## config.mk

```make
export PLATFORM = sky130hd
export DESIGN_NAME = ten_min_countdown
export DESIGN_NICKNAME = d
export VERILOG_FILES = /design/src/rtl/ten_min_countdown.sv
export SDC_FILE = /design/constraint.sdc
export NUM_CORES = 1
export LEC_CHECK = 0
export CORE_MARGIN = 1
export CORE_UTILIZATION = 30
export DETAILED_ROUTE_END_ITERATION = 10
export PLACE_DENSITY_LB_ADDON = 0.25
export SLEW_MARGIN = 20
export SYNTH_ARGS = -nofsm -noshare
export SYNTH_HDL_FRONTEND = slang
export SYNTH_SLANG_ARGS = --single-unit
export TNS_END_PERCENT = 5
```

## constraint.sdc

```tcl
create_clock -name clk -period 1.9 [get_ports clk]
set_clock_uncertainty 0.05 [all_clocks]
set_input_delay 0.57 -clock clk [delete_from_list [all_inputs] [get_ports clk]]
set_output_delay 0.57 -clock clk [all_outputs]
set_load 0.02 [all_outputs]
```

## src/rtl/ten_min_countdown.sv

```systemverilog
`default_nettype none
// ============================================================================
//  Module      : ten_min_countdown
//  Description : BCD countdown timer (M:SS.t) that steps down one tenth of a
//                second per TENTH_DIV clocks, raises a one-cycle done pulse on
//                reaching 0:00.0 and then holds in EXPIRED until reloaded.
//  Revision    : 1.0  initial release
// ============================================================================
module ten_min_countdown #(
    parameter int TENTH_DIV = 10,
    parameter int PRESC_W   = 24
) (
    input  logic       clk,
    input  logic       reset,
    input  logic       load,
    input  logic [3:0] load_min,
    input  logic [2:0] load_sec_tens,
    input  logic [3:0] load_sec_ones,
    input  logic [3:0] load_tenths,
    input  logic       start,
    input  logic       stop,
    output logic [3:0] minutes,
    output logic [2:0] sec_tens,
    output logic [3:0] sec_ones,
    output logic [3:0] tenths,
    output logic       running,
    output logic       paused,
    output logic       expired,
    output logic       done
);

    localparam logic [PRESC_W-1:0] c_TICK_LAST = PRESC_W'(TENTH_DIV - 1);

    typedef enum logic [1:0] {
        S_IDLE    = 2'd0,
        S_RUN     = 2'd1,
        S_PAUSE   = 2'd2,
        S_EXPIRED = 2'd3
    } state_t;

    state_t             r_state;
    state_t             w_state_nxt;
    logic [PRESC_W-1:0] r_presc;
    logic [PRESC_W-1:0] w_presc_nxt;
    logic [3:0]         r_min,  w_min_nxt;
    logic [2:0]         r_st,   w_st_nxt;
    logic [3:0]         r_so,   w_so_nxt;
    logic [3:0]         r_tn,   w_tn_nxt;
    logic               r_done, w_done_nxt;

    // Value after one tenth is subtracted (only ever used when value != 0)
    logic [3:0] w_min_dec;
    logic [2:0] w_st_dec;
    logic [3:0] w_so_dec;
    logic [3:0] w_tn_dec;
    logic       w_is_zero;
    logic       w_is_last;

    assign w_is_zero = (r_min == 4'd0) && (r_st == 3'd0) && (r_so == 4'd0) && (r_tn == 4'd0);
    assign w_is_last = (r_min == 4'd0) && (r_st == 3'd0) && (r_so == 4'd0) && (r_tn == 4'd1);

    // BCD borrow chain: each digit wraps to its maximum when it borrows
    always_comb begin
        w_min_dec = r_min;
        w_st_dec  = r_st;
        w_so_dec  = r_so;
        w_tn_dec  = r_tn;
        if (r_tn != 4'd0) begin
            w_tn_dec = r_tn - 4'd1;
        end else begin
            w_tn_dec = 4'd9;
            if (r_so != 4'd0) begin
                w_so_dec = r_so - 4'd1;
            end else begin
                w_so_dec = 4'd9;
                if (r_st != 3'd0) begin
                    w_st_dec = r_st - 3'd1;
                end else begin
                    w_st_dec  = 3'd5;
                    w_min_dec = r_min - 4'd1;
                end
            end
        end
    end

    // Next-state logic: load beats stop, stop beats start, start beats the tick
    always_comb begin
        w_state_nxt = r_state;
        w_presc_nxt = r_presc;
        w_min_nxt   = r_min;
        w_st_nxt    = r_st;
        w_so_nxt    = r_so;
        w_tn_nxt    = r_tn;
        w_done_nxt  = 1'b0;
        if (load) begin
            // Out-of-range digits clamp to the largest legal BCD value
            w_min_nxt   = (load_min      > 4'd9) ? 4'd9 : load_min;
            w_st_nxt    = (load_sec_tens > 3'd5) ? 3'd5 : load_sec_tens;
            w_so_nxt    = (load_sec_ones > 4'd9) ? 4'd9 : load_sec_ones;
            w_tn_nxt    = (load_tenths   > 4'd9) ? 4'd9 : load_tenths;
            w_state_nxt = S_IDLE;
            w_presc_nxt = '0;
        end else begin
            case (r_state)
                S_IDLE: begin
                    if (!stop && start) begin
                        w_presc_nxt = '0;
                        if (w_is_zero) begin
                            w_state_nxt = S_EXPIRED;
                            w_done_nxt  = 1'b1;
                        end else begin
                            w_state_nxt = S_RUN;
                        end
                    end
                end
                S_RUN: begin
                    if (stop) begin
                        w_state_nxt = S_PAUSE;
                    end else if (r_presc == c_TICK_LAST) begin
                        w_presc_nxt = '0;
                        w_min_nxt   = w_min_dec;
                        w_st_nxt    = w_st_dec;
                        w_so_nxt    = w_so_dec;
                        w_tn_nxt    = w_tn_dec;
                        if (w_is_last) begin
                            w_state_nxt = S_EXPIRED;
                            w_done_nxt  = 1'b1;
                        end
                    end else begin
                        w_presc_nxt = r_presc + 1'b1;
                    end
                end
                S_PAUSE: begin
                    // Prescaler is left untouched so a partial tenth is kept
                    if (!stop && start) begin
                        w_state_nxt = S_RUN;
                    end
                end
                default: begin
                    // EXPIRED: hold zero until a load or reset
                    w_state_nxt = S_EXPIRED;
                end
            endcase
        end
    end

    // State, prescaler, digit and done registers
    always_ff @(posedge clk or negedge reset) begin
        if (!reset) begin
            r_state <= S_IDLE;
            r_presc <= '0;
            r_min   <= 4'd0;
            r_st    <= 3'd0;
            r_so    <= 4'd0;
            r_tn    <= 4'd0;
            r_done  <= 1'b0;
        end else begin
            r_state <= w_state_nxt;
            r_presc <= w_presc_nxt;
            r_min   <= w_min_nxt;
            r_st    <= w_st_nxt;
            r_so    <= w_so_nxt;
            r_tn    <= w_tn_nxt;
            r_done  <= w_done_nxt;
        end
    end

    assign minutes  = r_min;
    assign sec_tens = r_st;
    assign sec_ones = r_so;
    assign tenths   = r_tn;
    assign running  = (r_state == S_RUN);
    assign paused   = (r_state == S_PAUSE);
    assign expired  = (r_state == S_EXPIRED);
    assign done     = r_done;

endmodule
`default_nettype wire

```

* After elaboration in Yosys (flattened, before gate mapping)
Index checks and enable logic that the tools add are counted.
** Cells by class
- $lt $le $gt $ge :: 4
- Mux-type cells :: 49
- Equality and inequality tests :: 14
- Reduce and logical (&&, ||, !) cells :: 23
- Add/subtract/negate cells :: 5
** Operator list (number)
- $mux 24 :: 4
- $mux 4 :: 21
- $pmux 24 s2 :: 1
- $add 24x1->24 const B :: 1
- $eq 24x4->1 const B :: 1
- $mux 3 :: 8
- $mux 2 :: 7
- $gt 4x4->1 const B :: 3
- $logic_not 4->1 :: 3
- $sub 4x1->4 const B :: 3
- $ne 2x2->1 const B :: 4
- $ne 4x3->1 const B :: 2
- $reduce_and 4->1 :: 2
- $reduce_bool 4->1 :: 2
- $mux 1 :: 6
- $ne 3x3->1 const B :: 2
- $pmux 2 s3 :: 1
- $reduce_and 3->1 :: 2
- $reduce_and 6->1 :: 1
- $reduce_bool 3->1 :: 2
- $logic_and 1x1->1 :: 5
- $reduce_and 5->1 :: 1
- $eq 2x2->1 const B :: 2
- $eq 4x1->1 const B :: 1
- other kinds (9) :: 10
** Storage, ports and cells
- Register bits after elaboration :: 42

* Longest topological paths before layout
Gate-level depths: netlist of the first run.
- Depth after elaboration :: 9
- Mapped depth :: 8
- Gate-level depth less buffers :: 7

* Worst setup path after synthesis of the first run
OpenSTA, ideal clock, no wires.
- Kind :: input to register
- From :: input port stop
- To :: register r_presc[12]
- Arrival time :: 1.759 ns
- Setup slack :: -0.013 ns
- Buffers on the path :: 0
- Stages :: 4
- Required time :: 1.746 ns
- Library setup time :: 0.104 ns
- Path through :: o31a_4 -> or3_1 -> or4_1 -> o311ai_1
** Between the ends
- Longest elaborated chain between the ends :: 4
- Elaborated cells on any way between the ends :: 5
** Ends and longest elaborated chain
- start, declared :: line 21 : input logic stop,
- $logic_not 1->1 :: line 106 : if (!stop && start) begin
- $logic_and 1x1->1 :: line 106
- $ne 3x3->1 (no source line)
- $reduce_and 3->1 (no source line) *
- end signal, assigned :: line 159 : r_presc <= w_presc_nxt;
- end, declared :: line 43 : logic [PRESC_W-1:0] r_presc;
Every way passes the cells marked *; elsewhere a longest branch is shown, timed or not.
A chain may end at the register's enable or synchronous reset.

* Worst setup path after layout of the first run
- From :: register r_presc[1]
- To :: register r_st[0] (netlist: sec_tens[0])
** Between the ends
- Longest elaborated chain between the ends :: 3
** Ends and longest elaborated chain
- $eq 24x4->1 :: line 119 : end else if (r_presc == c_TICK_LAST) begin
- $reduce_bool 2->1 (no source line)
- $reduce_and 5->1 (no source line)
- end signal, assigned :: line 161 : r_st <= w_st_nxt;
- end, declared :: line 46 : logic [2:0] r_st, w_st_nxt;
Every way passes these cells.

==> results of run 1 <==
-- critical path: stages (launching register included) --
cell and delay, ns:
dfrtp_1 0.39, inv_2 0.08, ha_4 0.12, nor4b_4 0.27
nand4_1 0.19, buf_6 0.19, nor3_2 0.10, buf_4 0.17
a31oi_2 0.09, o31a_1 0.23
-- metrics by stage --
| step | instance area, um^2 | hold WS, ns | util, % |
|---|---|---|---|
| floorplan | 2690 | 0.224 | - |
| global placement | 3610 | 0.497 | 41.6 |
| detailed placement | 3610 | 0.506 | 41.6 |
| CTS | 3760 | 0.185 | 43.4 |
| global route | 3890 | 0.178 | 44.9 |
| finish | 3890 | 0.168 | 44.9 |
-- power by group --
group	internal, mW	switching, mW
Combinational	0.183	0.215
Sequential	0.924	0.0306
Clock	0.294	0.330
Total	1.40	0.575
-- final cells by class --
class / count / area share, %
multi-input cells: 227 / 43.2
clock buffers: 7 / 2.22
well taps: 108 / 3.47
repair buffers: 104 / 22.5
clock inverters: 1 / 0.129
inverters: 14 / 1.35
flip-flops and latches: 42 / 27.1
-- synth_stat cells, types with 2 or more instances --
cell type and count:
a21o_1 3, nand4_1 9, o311ai_1 2, clkbuf_1 5, o21ai_1 13, nand3_1 7, a31o_1 2, nand3b_1 4
a21oi_1 6, ha_1 4, and4_1 4, nor3_1 7, and3_1 3, o21ai_0 10, o21a_1 3, nor2_1 29
nand2b_1 2, o21bai_1 3, o31ai_1 2, or3_1 3, or2_2 2, nor4_2 5, a31oi_1 8, o31a_1 3
nor4_1 15, nor2b_1 3, xor2_1 2, nor4b_1 3, o22ai_1 2, xnor2_1 14, inv_1 13, and2_1 2
a21boi_1 2, dfrtp_1 42, mux2i_1 3, nor2_2 2, or4_1 2, nand2_1 21, buf_2 5, and2b_1 2
-- timing repair --
action / CTS / global route
setup buffers: 0 / 4
pin swaps: 12 / 12
gates resized for setup: 35 / 33
cloned: 0 / 1
endpoints found under the hold margin: 0 / 0
endpoints found under the setup margin: 57 / 44
-- routing by layer --
layer | part of all wire [%] | GRT usage, %
met4 | 1.4 | 4.90
met1 | 48 | 20.7
met2 | 47 | 28.5
met5 | 0 | 0
met3 | 3.8 | 4.38
-- path summary, 6_finish.rpt --
| kind | from | endpoint | slack [ns] | cells after the start |
|---|---|---|---|---|
| max | r_presc[1]$_DFFE_PN0P_ | sec_tens[0]$_DFFE_PN0P_ | -0.09 | 9 |
| min | reset | minutes[0]$_DFFE_PN0P_ | 0.17 | 2 |
| max reg2reg | r_presc[1]$_DFFE_PN0P_ | sec_tens[0]$_DFFE_PN0P_ | -0.09 | 9 |
| min reg2reg | r_presc[23]$_DFFE_PN0P_ | r_presc[23]$_DFFE_PN0P_ | 0.52 | 2 |
| max in group asynchronous | reset | r_presc[7]$_DFFE_PN0P_ | 1.39 | 2 |
| min in group clk | r_presc[23]$_DFFE_PN0P_ | r_presc[23]$_DFFE_PN0P_ | 0.52 | 2 |
-- state kept, by name, indices dropped and copies added (netlist names) --
signal,cells
sec_tens,3
done,1
r_presc,24
minutes,4
sec_ones,4
r_state,2
tenths,4
-- logic make-up (layout without fill, tap and decap cells) --
logic type                 count (synthesis)  count (layout)  share of synthesized area (%)
AOI/OAI and AO/OA                         68              68                           17.4
xor gates and xnor gates                  16              16                           5.22
muxes                                      3               3                           1.12
adders and majority gates                  4               4                           1.87
buffers and inverters                     26             126                           4.01
and+or+nand+nor                          136             136                           31.2
DFF                                       42              42                           39.2
==> implementation parameters, run 1 <==
Parameter                              Value

Outcome
  Run status ... finished with violations
  Failing checks ... negative setup slack

Synth
  Flop and latch count out of synthesis ... 42
  Number of warning messages in the yosys log ... 0
  Post-synthesis instance area ... approximately 2700 um^2
  Post-synthesis instance total ... around 300
  Net count of the mapped netlist ... between 300 and 400
  Synthesized area per cell ... ~9 um^2
  Share of Yosys cell area claimed by the top area cell type ... approximately two fifths
  Proportion of synthesized flip-flops having asynchronous set or reset ... 100%
  Main flop type after synthesis ... dfrtp_1
  Number of enable-type register cells in the synthesized netlist ... 0
  Number of different library cells in the post-synthesis netlist ... 63
  Sequential-to-total area share from yosys stat ... 39.2%
  Leading cell types by total area after synthesis ... dfrtp_1 (39%), xnor2_1 (4.6%), nor2_1 (4.1%), nor4_1 (3.5%), nand2_1 (2.9%)
  Leading area contributor after synthesis ... dfrtp_1

Floorplanning
  Horiz. Die Dim ... around 97 um
  Number of top-level design ports ... 39
  Die height ... a little under 100 um
  Starting Density ... a little under a third
  Core footprint ... ~8700 um^2
  Total Die Area ... between 9000 and 10000 um^2
  Number of rows in the core area ... 34

Power and ir drop
  Power density relative to cell area ... approximately 510 nW/um^2
  Static Leak ... around 1.7 nW
  Power after layout ... 1.98 mW
  Worst ir drop on vdd ... 0.289 mV

Setup path
  Top fanout value on the critical path ... 7
  Setup crit end kind ... flip-flop
  Setup crit start kind ... flip-flop
  Arrival time worst endpoint ... 2.14 ns
  Required time at the worst-slack endpoint ... about 2.1 ns
  Crit path kind ... flip-flop to flip-flop

Layout
  Combined area of the multi-input logic cells ... between 1500 and 2000 um^2
  Share of post-route cells with drive strength above 1 ... a little under a third
  Most common cell after layout, fill and taps aside ... buf_4
  Diodes inserted ... 0
  Filler cell count in the final layout ... about 900
  Layout area overhead ... 45.1%
  Number of cells in the finished layout apart from fillers ... 503
  Commonest cells after routing, fill and taps aside ... buf_4 (59), dfrtp_1 (39), nor2_1 (26), nand2_1 (21), dlygate4sd2_1 (16)
  Total Nets Final ... approximately 420
  Area taken by flip-flops and latches ... 1050 um^2

Drt
  Vias ... approximately 2600
  Total length of routed wires ... roughly 7300 um
  Pre-antenna DRT Iters ... 4
  Count of nets left with antenna violations after detail routing ... 0
  Wirelength per Cell ... 14.5 um
  Number of vias per cell after detailed routing ... between 5 and 6
  Drc violations ... 0
  Number of DRC violations after detailed-routing iteration 0 ... 95

GRT
  Overall routing resource usage ... between 10% and 20%
  Remaining global-route overflow ... 0
  Largest net degree at the start of global routing ... 43
  Wire length of the first global-routing pass ... approximately 12000 um
  Via count of the first global-routing pass ... 2553
  Initial antenna violation count ... 0

Run
  Maximum Capacitance Violations ... 0

Clocking
  Clock Path Buffers ... 2
  CTS Hold Bufs ... 0
  CTS H-tree lvls ... 2
  Clock root cell ... clkbuf_8
  Number of clock sinks ... 42
  Latest clock arrival within the worst-skew pair ... around 0.31 ns
  CTS buffer count ... 5
  Clock transition time at the flip-flop clock pins of the worst setup and hold paths ... approximately 0.09 ns
  TritonCTS clock tree ... done

Timing
  Total setup violations reported at the end of the flow ... 19
  Unrepaired setup endpoints after global routing ... true
  Clock period minus worst slack ... 1.99 ns
  Normalized max-slew margin ... between 70% and 80%
  Worst Tran Pin Value ... around 0.35 ns
  Worst setup slack after layout ... -0.0909 ns
  Part of the cycle the worst path needs ... 105%
  Fin. Hold Viols ... 0
  Slew Limit Fails ... 0
  Maximum frequency from static timing analysis ... about 500 MHz
  Final sum of negative setup slack ... -0.998 ns

Placed design
  DP HPWL ... 5270 um
  Post-place setup slack ... -0.550 ns
  Total placed cells including tap cells ... between 400 and 500
  Final RePlAce weighted congestion ... between 0.7 and 0.8
  Port-buffer cells ... 38

Hold path
  Worst hold-check path type ... primary input to asynchronous set/reset pin
(Power assumes the default switching activity.)
==> run 2: changes to the inputs <==
CTS_CLUSTER_SIZE = 28   (was default)
REMOVE_ABC_BUFFERS = 1   (was default)
clock period = 2.07 ns   (was 1.9 ns; I/O delays follow)
==> run 2 against run 1 <==
Effect of this change:
- the run now ends clean
- clock power grew 5.1%
- sequential power shrank 7.7%
- cell count shrank 4.6%
- flip-flop and latch count is the same
- final area shrank 5.7%
- via count shrank 2.4%
- highest routed layer unchanged
==> implementation parameters, run 2 (same netlist as run 1, synthesis figures left out) <==
Parameter                              Value

Outcome
  Run status ... complete, no violations

Placed design
  Post-place setup slack ... -0.452 ns (+0.0986 ns)
  Total placed cells including tap cells ... 472 (-3.7%)
  Final RePlAce weighted congestion ... 0.787 (-0.19%)
  Placed instance area ... 3470 um^2 (-3.7%)
  Port-buffer cells ... 38 (unchanged)
  DP HPWL ... 5030 um (-4.6%)

Layout
  Top register by number of flip-flops ... r_presc
  Utilization after layout ... 42.3% (-2.5 points)
  Largest register FFs ... 24 (unchanged)
  Diodes inserted ... 0 (unchanged)
  Area taken by flip-flops and latches ... 1050 um^2 (-0.24%)
  Combined area of the multi-input logic cells ... 1590 um^2 (-5.4%)
  Commonest cells after routing, fill and taps aside ... dfrtp_1 (41), buf_4 (40), nor2_1 (29), clkdlybuf4s50_1 (24), nand2_1 (21)
  Layout area overhead ... 36.9%
  Filler cell count in the final layout ... 890 (-1.0%)
  Most common cell after layout, fill and taps aside ... dfrtp_1
  Share of post-route cells with drive strength above 1 ... 22.0% (-9.6 points)
  Total Nets Final ... 395 (-5.5%)
  Post-route cell area ... 3670 um^2 (-5.7%)
  Number of cells in the finished layout apart from fillers ... 480 (-4.6%)

Timing
  Fin. Hold Viols ... 0 (unchanged)
  Final sum of negative setup slack ... 0 ns (+0.998 ns)
  Maximum frequency from static timing analysis ... between 400 and 500 MHz
  Normalized max-slew margin ... 72.7% (-3.5 points)
  Clock period minus worst slack ... 2.02 ns
  Part of the cycle the worst path needs ... a little under 100%
  Slew Limit Fails ... 0 (unchanged)
  Worst Tran Pin Value ... 0.409 ns (+0.0544 ns)
  Worst setup slack after layout ... 0.0452 ns (+0.136 ns)
  Hold_ws ... 0.224 ns (+0.0560 ns)
  Total setup violations reported at the end of the flow ... 0 (-19)
  Unrepaired setup endpoints after global routing ... true

Clocking
  Number of clock sinks ... 42 (unchanged)
  Clock root cell ... clkbuf_8
  TritonCTS clock tree ... done
  CTS buffer count ... 5 (unchanged)
  CTS Hold Bufs ... 0 (unchanged)
  Latest clock arrival within the worst-skew pair ... 0.30 ns (about the same)
  Clock transition time at the flip-flop clock pins of the worst setup and hold paths ... 0.09 ns (about the same)
  Clock Path Buffers ... 2 (unchanged)
  Post-CTS setup buffers ... 0 (unchanged)
  CTS H-tree lvls ... 2 (unchanged)

GRT
  Overall routing resource usage ... 15.8% (-0.92 points)
  Wire length of the first global-routing pass ... 11300 um (-4.4%)
  Remaining global-route overflow ... 0 (unchanged)
  Largest net degree at the start of global routing ... 43 (unchanged)
  Via count of the first global-routing pass ... 2463 (-3.5%)
  Initial antenna violation count ... 0 (unchanged)

Drt
  Top layer reached by signal wires ... met4
  Sum of met3 wire segment lengths after detailed routing ... 297 um (+6.1%)
  Routed metal-1 wirelength ... 3150 um (-10%)
  Pre-antenna DRT Iters ... 4 (unchanged)
  Number of vias per cell after detailed routing ... 5.23 (+2.3%)
  Drc violations ... 0 (unchanged)
  Routed wire length on met2 ... 3360 um (-1.7%)
  Vias ... 2511 (-2.4%)
  Wirelength per Cell ... 14.3 um (-1.7%)
  Count of nets left with antenna violations after detail routing ... 0 (unchanged)
  Number of DRC violations after detailed-routing iteration 0 ... 101 (+6.3%)
  Total length of routed wires ... 6860 um (-6.2%)

Power and ir drop
  Static Leak ... 1.57 nW (-5.5%)
  Worst ir drop on vdd ... 0.276 mV (-4.4%)
  Power density relative to cell area ... 513 nW/um^2 (+1.0%)
  Power after layout ... 1.88 mW (-4.7%)

Setup path
  Required time at the worst-slack endpoint ... 2.23 ns (+0.18 ns)
  Setup crit start kind ... primary input
  Reg-to-reg startpoint ... r_state[1]$_DFFE_PN0P_
  Crit path kind ... primary input to flip-flop
  Top fanout value on the critical path ... 2 (-5)
  Setup crit end kind ... flip-flop
  Origin of the worst setup path ... load
  Arrival time worst endpoint ... 2.18 ns (+0.04 ns)

Floorplanning
  Number of rows in the core area ... 34 (unchanged)
  Die height ... 96.6 um (unchanged)
  Number of top-level design ports ... 39 (unchanged)
  Total Die Area ... 9320 um^2 (unchanged)
  Horiz. Die Dim ... 96.6 um (unchanged)
  Core footprint ... 8680 um^2 (unchanged)
  Starting Density ... 30.9% (unchanged)

Run
  Maximum Capacitance Violations ... 0 (unchanged)

Hold path
  Worst hold-check path type ... primary input to asynchronous set/reset pin
run 2: cell types whose count changed in the layout (fill, tap and decap cells not counted), sizes merged:
cell / delta
buf: -23
clkdlybuf4s15: -1
clkinv: -1
dlygate4sd2: -12
clkbuf: -2
bufinv: +1
clkdlybuf4s50: +9
dlymetal6s2s: +6
run 2: worst paths after layout:
| check | endpoint | slack, ns | cells past startpoint |
|---|---|---|---|
| max reg2reg | r_presc[21]$_DFFE_PN0P_ | 0.10 | 6 |
| min reg2reg | r_presc[8]$_DFFE_PN0P_ | 0.52 | 1 |
| min | minutes[3]$_DFFE_PN0P_ | 0.22 | 2 |
| min in group clk | r_presc[8]$_DFFE_PN0P_ | 0.52 | 1 |
| max in group asynchronous | tenths[1]$_DFFE_PN0P_ | 1.51 | 2 |
| max | r_presc[12]$_DFFE_PN0P_ | 0.05 | 6 |
run 2: worst max-delay path, cell delays in order:
cell and delay [ns]:
clkdlybuf4s50_1 0.53, inv_2 0.06, o31a_4 0.11, or3_4 0.38
or4_1 0.40, o311ai_1 0.08
run 2: what timing repair did:
action	4_1_cts	5_1_grt
pin swaps	0	4
resized for setup	9	18
endpoints found under the hold margin	0	0
endpoints found under the setup margin	24	28
run 2: report_power, final:
part           internal (mW)  switching, mW  leakage, nW
Sequential             0.848         0.0322        0.555
Clock                  0.362          0.293       0.0524
Combinational          0.166          0.181        0.964
Total                   1.38          0.507         1.57
run 2: metal layers:
metal / global-route usage [%] / vias to the layer above
met1: 19.1 / 1210
met2: 29.0 / 55
li1: - / 1241
met4: 3.31 / 0
met3: 2.82 / 5
met5: 0 / -
run 2: final cells by class:
type	count	area share [%]
inverters	14	1.43
clock buffers	7	2.08
flip-flops and latches	42	28.6
multi-input cells	227	43.3
repair buffers	81	20.0
well taps	108	3.68
clock inverters	1	0.817
==> run 3: changes to the inputs <==
CELL_PAD_IN_SITES_DETAIL_PLACEMENT = 0   (was default)
CELL_PAD_IN_SITES_GLOBAL_PLACEMENT = 1   (was default)
RECOVER_POWER = 50   (was default)
==> run 3 against run 2 <==
Effect of this change:
- cell count stayed put
- non-clock buffer count unchanged
- first-iteration DRC count is 29% lower
- clock power grew 2%
- sequential power hardly changed
- worst setup slack worse by 0.019 ns
- die area unchanged
- sequential share of layout area rose by 0.24 points
==> implementation parameters, run 3 (same netlist as run 1, synthesis figures left out) <==
Parameter                              Value

Outcome
  Run status ... complete, no violations

Layout
  Layout area overhead ... 36.0%
  Diodes inserted ... 0 (unchanged)
  Number of cells in the finished layout apart from fillers ... 480 (unchanged)
  Top register by number of flip-flops ... r_presc
  Largest register FFs ... 24 (unchanged)
  Filler cell count in the final layout ... 873 (-1.9%)
  Share of post-route cells with drive strength above 1 ... 22.8% (+0.81 points)
  Combined area of the multi-input logic cells ... 1590 um^2 (about the same)
  Total Nets Final ... 395 (unchanged)
  Commonest cells after routing, fill and taps aside ... dfrtp_1 (40), buf_4 (40), nor2_1 (29), clkdlybuf4s50_1 (24), nand2_1 (21)
  Area taken by flip-flops and latches ... 1050 um^2 (+0.12%)
  Utilization after layout ... 42.0% (-0.30 points)

Power and ir drop
  Power density relative to cell area ... 519 nW/um^2 (+1.2%)
  Static Leak ... 1.54 nW (-2.2%)
  Worst ir drop on vdd ... 0.201 mV (-27%)

Setup path
  Top fanout value on the critical path ... 2 (unchanged)
  Crit path max-delay cell type ... clkdlybuf4s50_1
  Required time at the worst-slack endpoint ... 2.23 ns (about the same)
  Reg-to-reg critical path endpoint ... r_presc[21]$_DFFE_PN0P_
  Origin of the worst setup path ... load
  Depth of the worst register-to-register path ... 6 (unchanged)
  Kind of cell with the highest combined delay on the critical path ... simple AND/OR/NAND/NOR gates
  Cell depth of the worst setup path ... 6 (unchanged)
  Critical-path cell list ... clkdlybuf4s50_1, inv_2, o31a_4, or3_4, or4_4, o311ai_2
  Crit path kind ... primary input to flip-flop
  Reg-to-reg startpoint ... r_state[1]$_DFFE_PN0P_
  Minimum setup slack among reg-to-reg paths ... 0.13 ns (+0.03 ns)
  Number of buffer and inverter stages on the critical path ... 2 (unchanged)
  Crit path to ... r_presc[12]$_DFFE_PN0P_
  Delay of the slowest cell on the worst path ... 0.53 ns (about the same)
  Arrival time worst endpoint ... 2.20 ns (+0.02 ns)
  Setup crit start kind ... primary input
  Setup crit end kind ... flip-flop

Floorplanning
  Core footprint ... 8680 um^2 (unchanged)
  Horiz. Die Dim ... 96.6 um (unchanged)
  Die height ... 96.6 um (unchanged)
  Starting Density ... 30.9% (unchanged)
  Number of top-level design ports ... 39 (unchanged)
  Number of rows in the core area ... 34 (unchanged)
  Total Die Area ... 9320 um^2 (unchanged)

GRT
  Wire length of the first global-routing pass ... 11700 um (+2.8%)
  Via count of the first global-routing pass ... 2430 (-1.3%)
  Overall routing resource usage ... 16.3% (+0.55 points)
  Remaining global-route overflow ... 0 (unchanged)
  Initial antenna violation count ... 0 (unchanged)
  Largest net degree at the start of global routing ... 26 (-40%)

Drt
  Count of nets left with antenna violations after detail routing ... 0 (unchanged)
  Pre-antenna DRT Iters ... 4 (unchanged)
  Drc violations ... 0 (unchanged)
  Number of vias per cell after detailed routing ... 5.20 (-0.52%)
  Number of DRC violations after detailed-routing iteration 0 ... 72 (-29%)
  Vias ... 2498 (-0.52%)
  Wirelength per Cell ... 14.7 um (+2.9%)
  Total length of routed wires ... 7060 um (+2.9%)

Placed design
  Total placed cells including tap cells ... 472 (unchanged)
  Final RePlAce weighted congestion ... 0.822 (+4.5%)
  Port-buffer cells ... 38 (unchanged)
  DP HPWL ... 5190 um (+3.2%)

Clocking
  Clock transition time at the flip-flop clock pins of the worst setup and hold paths ... 0.09 ns (about the same)
  Latest clock arrival within the worst-skew pair ... 0.30 ns (about the same)
  Clock root cell ... clkbuf_8
  TritonCTS clock tree ... done
  Number of clock sinks ... 42 (unchanged)
  Post-CTS setup buffers ... 0 (unchanged)
  Clock Path Buffers ... 2 (unchanged)
  CTS H-tree lvls ... 2 (unchanged)
  CTS buffer count ... 5 (unchanged)

Timing
  Unrepaired setup endpoints after global routing ... true
  Normalized max-slew margin ... 22.5% (-50 points)
  Maximum frequency from static timing analysis ... 489 MHz (-0.91%)
  Clock period minus worst slack ... 2.04 ns (+0.0186 ns)
  Part of the cycle the worst path needs ... 98.7% (+0.90 points)
  Total setup violations reported at the end of the flow ... 0 (unchanged)
  Slew Limit Fails ... 0 (unchanged)
  Fin. Hold Viols ... 0 (unchanged)
  Worst Tran Pin Value ... 1.16 ns (+0.753 ns)

Run
  Maximum Capacitance Violations ... 0 (unchanged)

Hold path
  Worst hold-check path type ... primary input to asynchronous set/reset pin
[run 3: layer usage]
metal  share of wire [%]  vias to the layer above  wire, um  GRT usage (%)
li1                    -                     1247         -              -
met1                  46                     1209      3280           20.1
met2                  49                       36      3470           28.9
met3                 3.5                        6       250           3.13
met4                0.92                        0        65           4.41
met5                   0                        -         0              0
[run 3: metrics by stage]
step	setup slack [ns]	power, mW	hold WS, ns	setup TNS, ns	area, um^2
global route	-0.0148	1.99	0.534	-0.0774	3650
detailed placement	-0.476	1.25	0.491	-13.09	3470
finish	0.0265	1.89	0.471	0	3650
CTS	-0.0881	1.93	0.219	-0.0881	3590
floorplan	-0.377	1.05	0.275	-2.61	2630
global placement	-0.437	1.25	0.490	-12.01	3470
[run 3: final cells by class]
cell class,count,area share [%]
clock buffer,7,2.09
sequential,42,28.9
inverter,14,1.44
tap,108,3.70
clock inverter,1,0.823
multi-input combinational,227,43.7
timing repair buffer,81,19.4
[run 3: power breakdown]
| part | internal, mW | total [mW] | leakage, nW | switching [mW] |
|---|---|---|---|---|
| registers | 0.848 | 0.881 | 0.554 | 0.0330 |
| logic | 0.159 | 0.340 | 0.932 | 0.181 |
| clock network | 0.362 | 0.671 | 0.0524 | 0.309 |
| total | 1.37 | 1.89 | 1.54 | 0.523 |
[run 3: worst min-delay path by stage]
stage | slack [ns] | endpoint
after floorplan | 0.28 | done$_DFF_PN0_
after global placement | 0.49 | sec_ones[1]$_DFFE_PN0P_
after detailed placement | 0.49 | sec_ones[1]$_DFFE_PN0P_
after CTS | 0.22 | minutes[0]$_DFFE_PN0P_
after global routing | 0.53 | minutes[3]$_DFFE_PN0P_
final | 0.47 | minutes[0]$_DFFE_PN0P_
[run 3: timing repair]
item,CTS,global route
resized for setup,9,20
hold buffers,0,0
setup endpoints to repair,28,30
pin swaps,0,4
[run 3: worst register-to-register path, cell delays in order, from the launching register on]
cell and delay [ns]:
dfrtp_2 0.46, buf_4 0.17, or3b_4 0.40, nor2_2 0.10
a21boi_4 0.36, a41oi_1 0.17, a31oi_1 0.15
